## src/rtl/fifo_pkg.sv

```systemverilog
// rtl/fifo_pkg.sv - Gray/binary pointer helpers shared by both sides of the async FIFO.
package fifo_pkg;

    localparam int unsigned GRAY_MAX_W = 32;

    typedef logic [GRAY_MAX_W-1:0] gray_word_t;

    // Pointer carries one extra lap bit so full and empty are distinguishable.
    function automatic int unsigned ptr_width(input int unsigned depth);
        return int'($clog2(depth)) + 1;
    endfunction

    function automatic gray_word_t bin_to_gray(input gray_word_t value);
        return value ^ (value >> 1);
    endfunction

    // Prefix XOR by doubling shifts; upper zero bits do not disturb narrower pointers.
    function automatic gray_word_t gray_to_bin(input gray_word_t value);
        gray_word_t result;
        result = value;
        for (int shift = 1; shift < GRAY_MAX_W; shift = shift * 2) begin
            result = result ^ (result >> shift);
        end
        return result;
    endfunction

endpackage

```

## src/rtl/gray_synchroniser.sv

```systemverilog
// rtl/gray_synchroniser.sv - Multi-flop synchroniser for a Gray-coded pointer crossing clock domains.
module gray_synchroniser #(
    parameter int WIDTH  = 4,
    parameter int STAGES = 2
) (
    input  logic             clk,
    input  logic             reset,
    input  logic [WIDTH-1:0] gray_in,
    output logic [WIDTH-1:0] gray_out
);

    logic [WIDTH-1:0] stage_q [STAGES];

    always_ff @(posedge clk or negedge reset) begin
        if (!reset) begin
            for (int i = 0; i < STAGES; i++) begin
                stage_q[i] <= '0;
            end
        end else begin
            stage_q[0] <= gray_in;
            for (int i = 1; i < STAGES; i++) begin
                stage_q[i] <= stage_q[i-1];
            end
        end
    end

    assign gray_out = stage_q[STAGES-1];

endmodule

```

## src/rtl/fifo_read_port.sv

```systemverilog
// rtl/fifo_read_port.sv - Read-domain controller of the async FIFO with registered valid/ready output.
module fifo_read_port
    import fifo_pkg::*;
#(
    parameter int DATA_WIDTH  = 8,
    parameter int DEPTH       = 8,
    parameter int SYNC_STAGES = 2
) (
    input  logic                                  clk,
    input  logic                                  reset,
    input  logic [$clog2(DEPTH):0]                write_pointer_gray,
    output logic [$clog2(DATA_WIDTH*DEPTH)-1:0]   read_address,
    input  logic [DATA_WIDTH-1:0]                 mem_read_data,
    output logic [DATA_WIDTH-1:0]                 data,
    output logic                                  valid,
    input  logic                                  ready,
    output logic [$clog2(DEPTH):0]                read_pointer_gray,
    output logic                                  empty,
    output logic [$clog2(DEPTH):0]                level
);

    localparam int PW    = $clog2(DEPTH);
    localparam int PTR_W = int'(ptr_width(DEPTH));
    localparam int AW    = $clog2(DATA_WIDTH*DEPTH);

    logic [PTR_W-1:0] wgray_sync;
    logic [PTR_W-1:0] wbin;
    logic [PTR_W-1:0] rbin;
    logic [PTR_W-1:0] rbin_next;
    logic             load;

    gray_synchroniser #(
        .WIDTH  (PTR_W),
        .STAGES (SYNC_STAGES)
    ) u_wptr_sync (
        .clk      (clk),
        .reset    (reset),
        .gray_in  (write_pointer_gray),
        .gray_out (wgray_sync)
    );

    assign wbin      = PTR_W'(gray_to_bin(gray_word_t'(wgray_sync)));
    assign rbin_next = rbin + PTR_W'(1);

    // Lap bit takes part in the compare, so a full memory never looks empty.
    assign empty        = (rbin == wbin);
    assign level        = wbin - rbin;
    assign read_address = AW'(rbin[PW-1:0]) * AW'(DATA_WIDTH);

    // Refill the output register whenever it is free or being drained this cycle.
    assign load = !empty && (!valid || ready);

    always_ff @(posedge clk or negedge reset) begin
        if (!reset) begin
            rbin              <= '0;
            read_pointer_gray <= '0;
            data              <= '0;
            valid             <= 1'b0;
        end else if (load) begin
            data              <= mem_read_data;
            valid             <= 1'b1;
            rbin              <= rbin_next;
            read_pointer_gray <= PTR_W'(bin_to_gray(gray_word_t'(rbin_next)));
        end else if (valid && ready) begin
            valid <= 1'b0;
        end
    end

endmodule

```

## config.mk

```make
export PLATFORM = sky130hd
export DESIGN_NAME = fifo_read_port
export DESIGN_NICKNAME = d
export VERILOG_FILES = /design/src/rtl/fifo_pkg.sv /design/src/rtl/gray_synchroniser.sv /design/src/rtl/fifo_read_port.sv
export SDC_FILE = /design/constraint.sdc
export NUM_CORES = 1
export LEC_CHECK = 0
export ABC_AREA = 1
export BUFFER_PORTS_ARGS = -buffer_cell sky130_fd_sc_hd__buf_4
export CAP_MARGIN = 30
export CORE_MARGIN = 3
export CORE_UTILIZATION = 52
export DETAILED_ROUTE_END_ITERATION = 6
export HOLD_SLACK_MARGIN = 0.08
export PLACE_DENSITY = 0.83
export SLEW_MARGIN = 10
export SYNTH_ARGS = -nofsm -noshare
export SYNTH_HDL_FRONTEND = slang
export SYNTH_SLANG_ARGS = --single-unit
```

## constraint.sdc

```tcl
create_clock -name clk -period 3.89 [get_ports clk]
set_input_delay 0.778 -clock clk [delete_from_list [all_inputs] [get_ports clk]]
set_output_delay 0.778 -clock clk [all_outputs]
set_load 0.005 [all_outputs]
```

-- Yosys cells after proc, flatten, opt, wreduce, memory -nomap -nowiden
Index checks and enable logic that the tools add are counted.
Widths: inputs -> output; s select.
- bits in registers: 25
- bits of input ports: 15
- output and inout bits: 24
- logic and storage cells: 23
- add/subtract/negate cells: 2
- equality and inequality tests: 1
- mux-type cells: 2
- bitwise logic cells: 6
- reduce and logical (&&, ||, !) cells: 6
- operators by type and width (kind ; count):
    $xor 4x1->4 const B ; 3
    $xor 4x3->4 ; 2
    $add 4x1->4 const B ; 1
    $eq 4x4->1 ; 1
    $sub 4x4->4 ; 1
    $xor 4x2->4 ; 1
    $logic_and 1x1->1 ; 2
    $logic_not 1->1 ; 2
    $mux 1 ; 2
    $reduce_bool 2->1 ; 1
    $logic_or 1x1->1 ; 1

-- Logic depth before layout (Yosys ltp)
- depth after elaboration: 9
- depth in mapped cells: 12
- mapped depth without buffers: 11

-- By module
Synthesis repeated with hierarchy kept, for this count alone.
- cells, all modules: 126
- area, all modules: 1161.1 um2
- by module, submodules not included (module ; times used ; cells each ; area each (um2) ; seq. area each (um2)):
    fifo_read_port ; 1 ; 114 ; 930.9 ; 400.4
    gray_synchroniser ; 1 ; 12 ; 230.2 ; 200.2

-- Least setup slack after synthesis
Ideal clock, no wire load.
- path type: reg-to-output
- start: register u_wptr_sync.stage_q, in the netlist u_wptr_sync.gray_out[3]
- end: output port level[3]
- arrival: 1.636 ns
- data required time: 3.112 ns
- path slack: 1.476 ns
- cell stages (with the launch flop): 8
- buffers on the path: 0
- cells stage by stage: dfrtp_1 > xor2_1 > xor2_1 > inv_1 > ha_1 > nand2_1 > o21ai_0 > xor2_1
- word-level cells in the longest chain between the ends: 6
- ends and longest elaborated chain (what ; line ; source):
    from (decl) ; gray_synchroniser.sv:12 ; logic [WIDTH-1:0] stage_q [STAGES];
    from (signal, indexed assignment) ; gray_synchroniser.sv:22 ; stage_q[i] <= stage_q[i-1];
    $xor 4x3->4 ; fifo_pkg.sv:22 ; result = result ^ (result >> shift);
    $xor 4x2->4 ; fifo_pkg.sv:22 ;
    $xor 4x1->4 (3 in series) ; fifo_pkg.sv:22 ;
    $sub 4x4->4 ; fifo_read_port.sv:47 ; assign level = wbin - rbin;
    to (decl) ; fifo_read_port.sv:19 ; output logic [$clog2(DEPTH):0] level
Every way passes these cells.

-- Final worst setup path
Same ends and word-level chain as after synthesis.

==> run summary <==
Setup repair after global routing left no endpoint under its margin. The routing layer with the top usage in global route is met2. The distinct cell type count of the synthesized netlist is 18. The CTS tree is yes. The worst setup path is captured at an output pin. The highest achievable clock rate is about 340 MHz.

The fraction of final layout cells with drive strength greater than 1 is 0.269. The largest driver fanout on the critical path is 3. The placeable core region came out at approximately 2000 sq um. The total CTS buffers is 3.

In this run the worst hold path is classified as input port to async pin. After synthesis, the cell types taking the most area are dfrtp_1 (55%), nand2_1 (17%), inv_1 (4.8%), ha_1 (4.6%), xor2_1 (4.0%). The total setup violations reported at the end of the flow is 0.

The detailed placer's ending HPWL is 1.58 mm. Of all cell types, the one taking the most synthesized area is dfrtp_1. The sink count of the clock tree is 24. The site row count is 16. The met2 track demand over resource in global routing is 0.314. The top cell types in the final layout, fill and taps aside, are nand2_1 (50), buf_4 (35), dfrtp_1 (24). The die is ~52 microns tall. The sequential area share after synthesis is 0.546. The cell count after synthesis is between 100 and 150. For met1 alone, demand over resource in global routing was 0.199.

The number of flops mapped to enable cells by yosys is 0. Across all hold checks on the routed design, the worst slack comes to around 0.33 ns. The die width is between 50 and 60 microns. The average wire per cell in the routed design is ~11 microns. The depth of the most critical reg-to-reg path is 11. For this run, the leading register cell type out of synthesis is dfrtp_1. The run finished with clean final reports. CTS built an H-tree with a depth of 1. The worst setup path is launched from a register. After layout, the minimum clock period comes to between 2 and 3 ns.

The final antenna diode count is 0. The count of nets left with antenna violations once routing finished came out at 0. The worst-case clock buffer depth came out at 2. Data on the critical path is required at its endpoint by just over 3 ns. The met3 routing resource usage after global routing is 0.0287. In the routed design, unresolved DRC markers number 0.

The total congestion overflow after global routing is 0. The aggregate routed wire length came out at 2.00 mm. The detailed-route via count is between 800 and 900. The static power due to leakage came out at slightly below 0.0008 uW. The number of hold-slack violations in the final timing report came out at 0. The routability congestion estimate is 0.721. The mapped netlist covers between 1000 and 1500 sq um. The pin count of the biggest net entering global routing is 25. After clock tree synthesis, the flow added hold-fix buffers numbering 0. In this run the clock root is driven by a clkbuf_4. The synthesized flop and latch total came out at 24. The worst path arrival time came out at about 2.2 ns. Pin placement for this block handled 39 I/O pins. The clock latency on the worst-skew pair came out at ~0.31 ns. The number of max-cap violations is 0. The commonest non-fill, non-tap cell in the layout is nand2_1. The via count normalized by instance count is 4.72. The number of gates resized after CTS was 0. The all-layer global routing usage came out at 0.180. The effective utilization at floorplan is 0.555. Between clock sinks in the finished design, the worst skew comes to around 0.0032 ns. The share of the clock period used by the worst path after layout came out at 0.766. In this run the register-to-register setup slack is between 1.5 and 2 ns.

Power spread over the standard cell area amounts to 692 nW/um^2. The initial antenna violation count is 0. The wire length of the first global-routing pass is between 3 and 4 mm. The number of post-CTS setup repair buffers is 0. For this run, the share of the core covered by cells in the final layout is 0.706. The floorplan step defined a die boundary enclosing 2700 sq um.

The total negative slack for setup checks came out at 0 ns. The net total in the final layout is between 150 and 200. The fraction of synthesis flops using an asynchronous set or reset pin came out at 1.00.

Input and output buffers added on the ports amount to 35. The fraction of post-synthesis cell area in the top cell type by area came out at 0.546. The number of fill cells in the layout came out at 142. The via count of the first global-routing pass is ~860. In this run, the number of DRC markers left after iteration 0 of detailed routing was 9. The worst ir drop on vdd is between 0.4 and 0.5 mV. The total iterations of the first detailed-routing run is 4. Dividing the synthesized area by the synthesized cell count gives between 9 and 10 sq um.

The final-report max-slew violation count is 0. The clock slew at the register clock pins of the worst setup and hold paths came out at roughly 0.12 ns. The synthesis-to-finish area growth came out at 27.2%. The number of warning messages in the yosys log came out at 0.

The worst setup path is of the register to output pin kind.
-- registers in the layout, summed over array words and instances, names as in the netlist --
signal,flops
rbin,3
data,8
u_wptr_sync.stage_q,4
valid,1
read_pointer_gray,4
u_wptr_sync.gray_out,4
-- worst paths after layout --
path	end	startpoint
max reg2reg	read_pointer_gray[1]	u_wptr_sync.gray_out[3]
min in group clk	u_wptr_sync.gray_out[2]	u_wptr_sync.stage_q[6]
min reg2reg	u_wptr_sync.gray_out[2]	u_wptr_sync.stage_q[6]
max	level[3]	u_wptr_sync.gray_out[3]
max in group asynchronous	u_wptr_sync.gray_out[0]	reset
min	rbin[0]	reset
-- logic make-up after synthesis --
group                    count (synthesis)  share of synthesized area
adder cells (fa/ha/maj)                  5                     0.0637
flip-flops                              24                      0.546
AO/OA/AOI/OAI                            4                     0.0182
buffers and inverters                   20                     0.0887
AND/OR/NAND/NOR                         57                      0.208
other                                    1                    0.00341
XOR/XNOR                                 9                     0.0717
-- per-stage QoR --
step | instances | setup WS [ns] | power [uW] | cell area [sq um]
6_report | 183 | 0.909 | 968 | 1400
5_1_grt | 183 | 0.705 | 1060 | 1400
4_1_cts | 183 | 0.854 | 983 | 1400
3_5_place_dp | 179 | 1.22 | 854 | 1360
3_3_place_gp | 179 | 1.35 | 828 | 1360
2_1_floorplan | 122 | 1.48 | 634 | 1110
-- metal layers --
| metal | share of wire | up-vias |
|---|---|---|
| li1 | - | 427 |
| met1 | 0.39 | 398 |
| met2 | 0.52 | 34 |
| met3 | 0.069 | 5 |
| met4 | 0.023 | 0 |
| met5 | 0 | - |
-- final cells by class --
cell class,instances,area [sq um],area share
Inverter,15,56.3,0.0403
Timing Repair Buffer,35,263,0.188
Multi-Input combinational cell,78,409,0.292
Sequential cell,24,601,0.429
Tap cell,27,33.8,0.0242
Clock buffer,4,36.3,0.0259
-- power by group --
part	total, uW	switching, uW	internal (uW)
sequential	382	64.9	317
clock	126	69.2	57.2
combinational	459	221	239
-- cells in the mapped netlist (2+ instances only) --
cell     number
inv_1        14
nand3_1       2
dfrtp_1      24
xor2_1        5
o21ai_0       3
ha_1          4
xnor2_1       4
buf_4         4
nor2_1        2
nand2_1      50
-- critical path: stages, from the launching register on --
cell	delay (ns)
dfrtp_1	0.42
xor2_1	0.31
xor2_1	0.28
inv_1	0.07
ha_1	0.28
nand2_1	0.05
o21ai_0	0.20
xor2_1	0.16
buf_4	0.12
(Power assumes the default switching activity.)
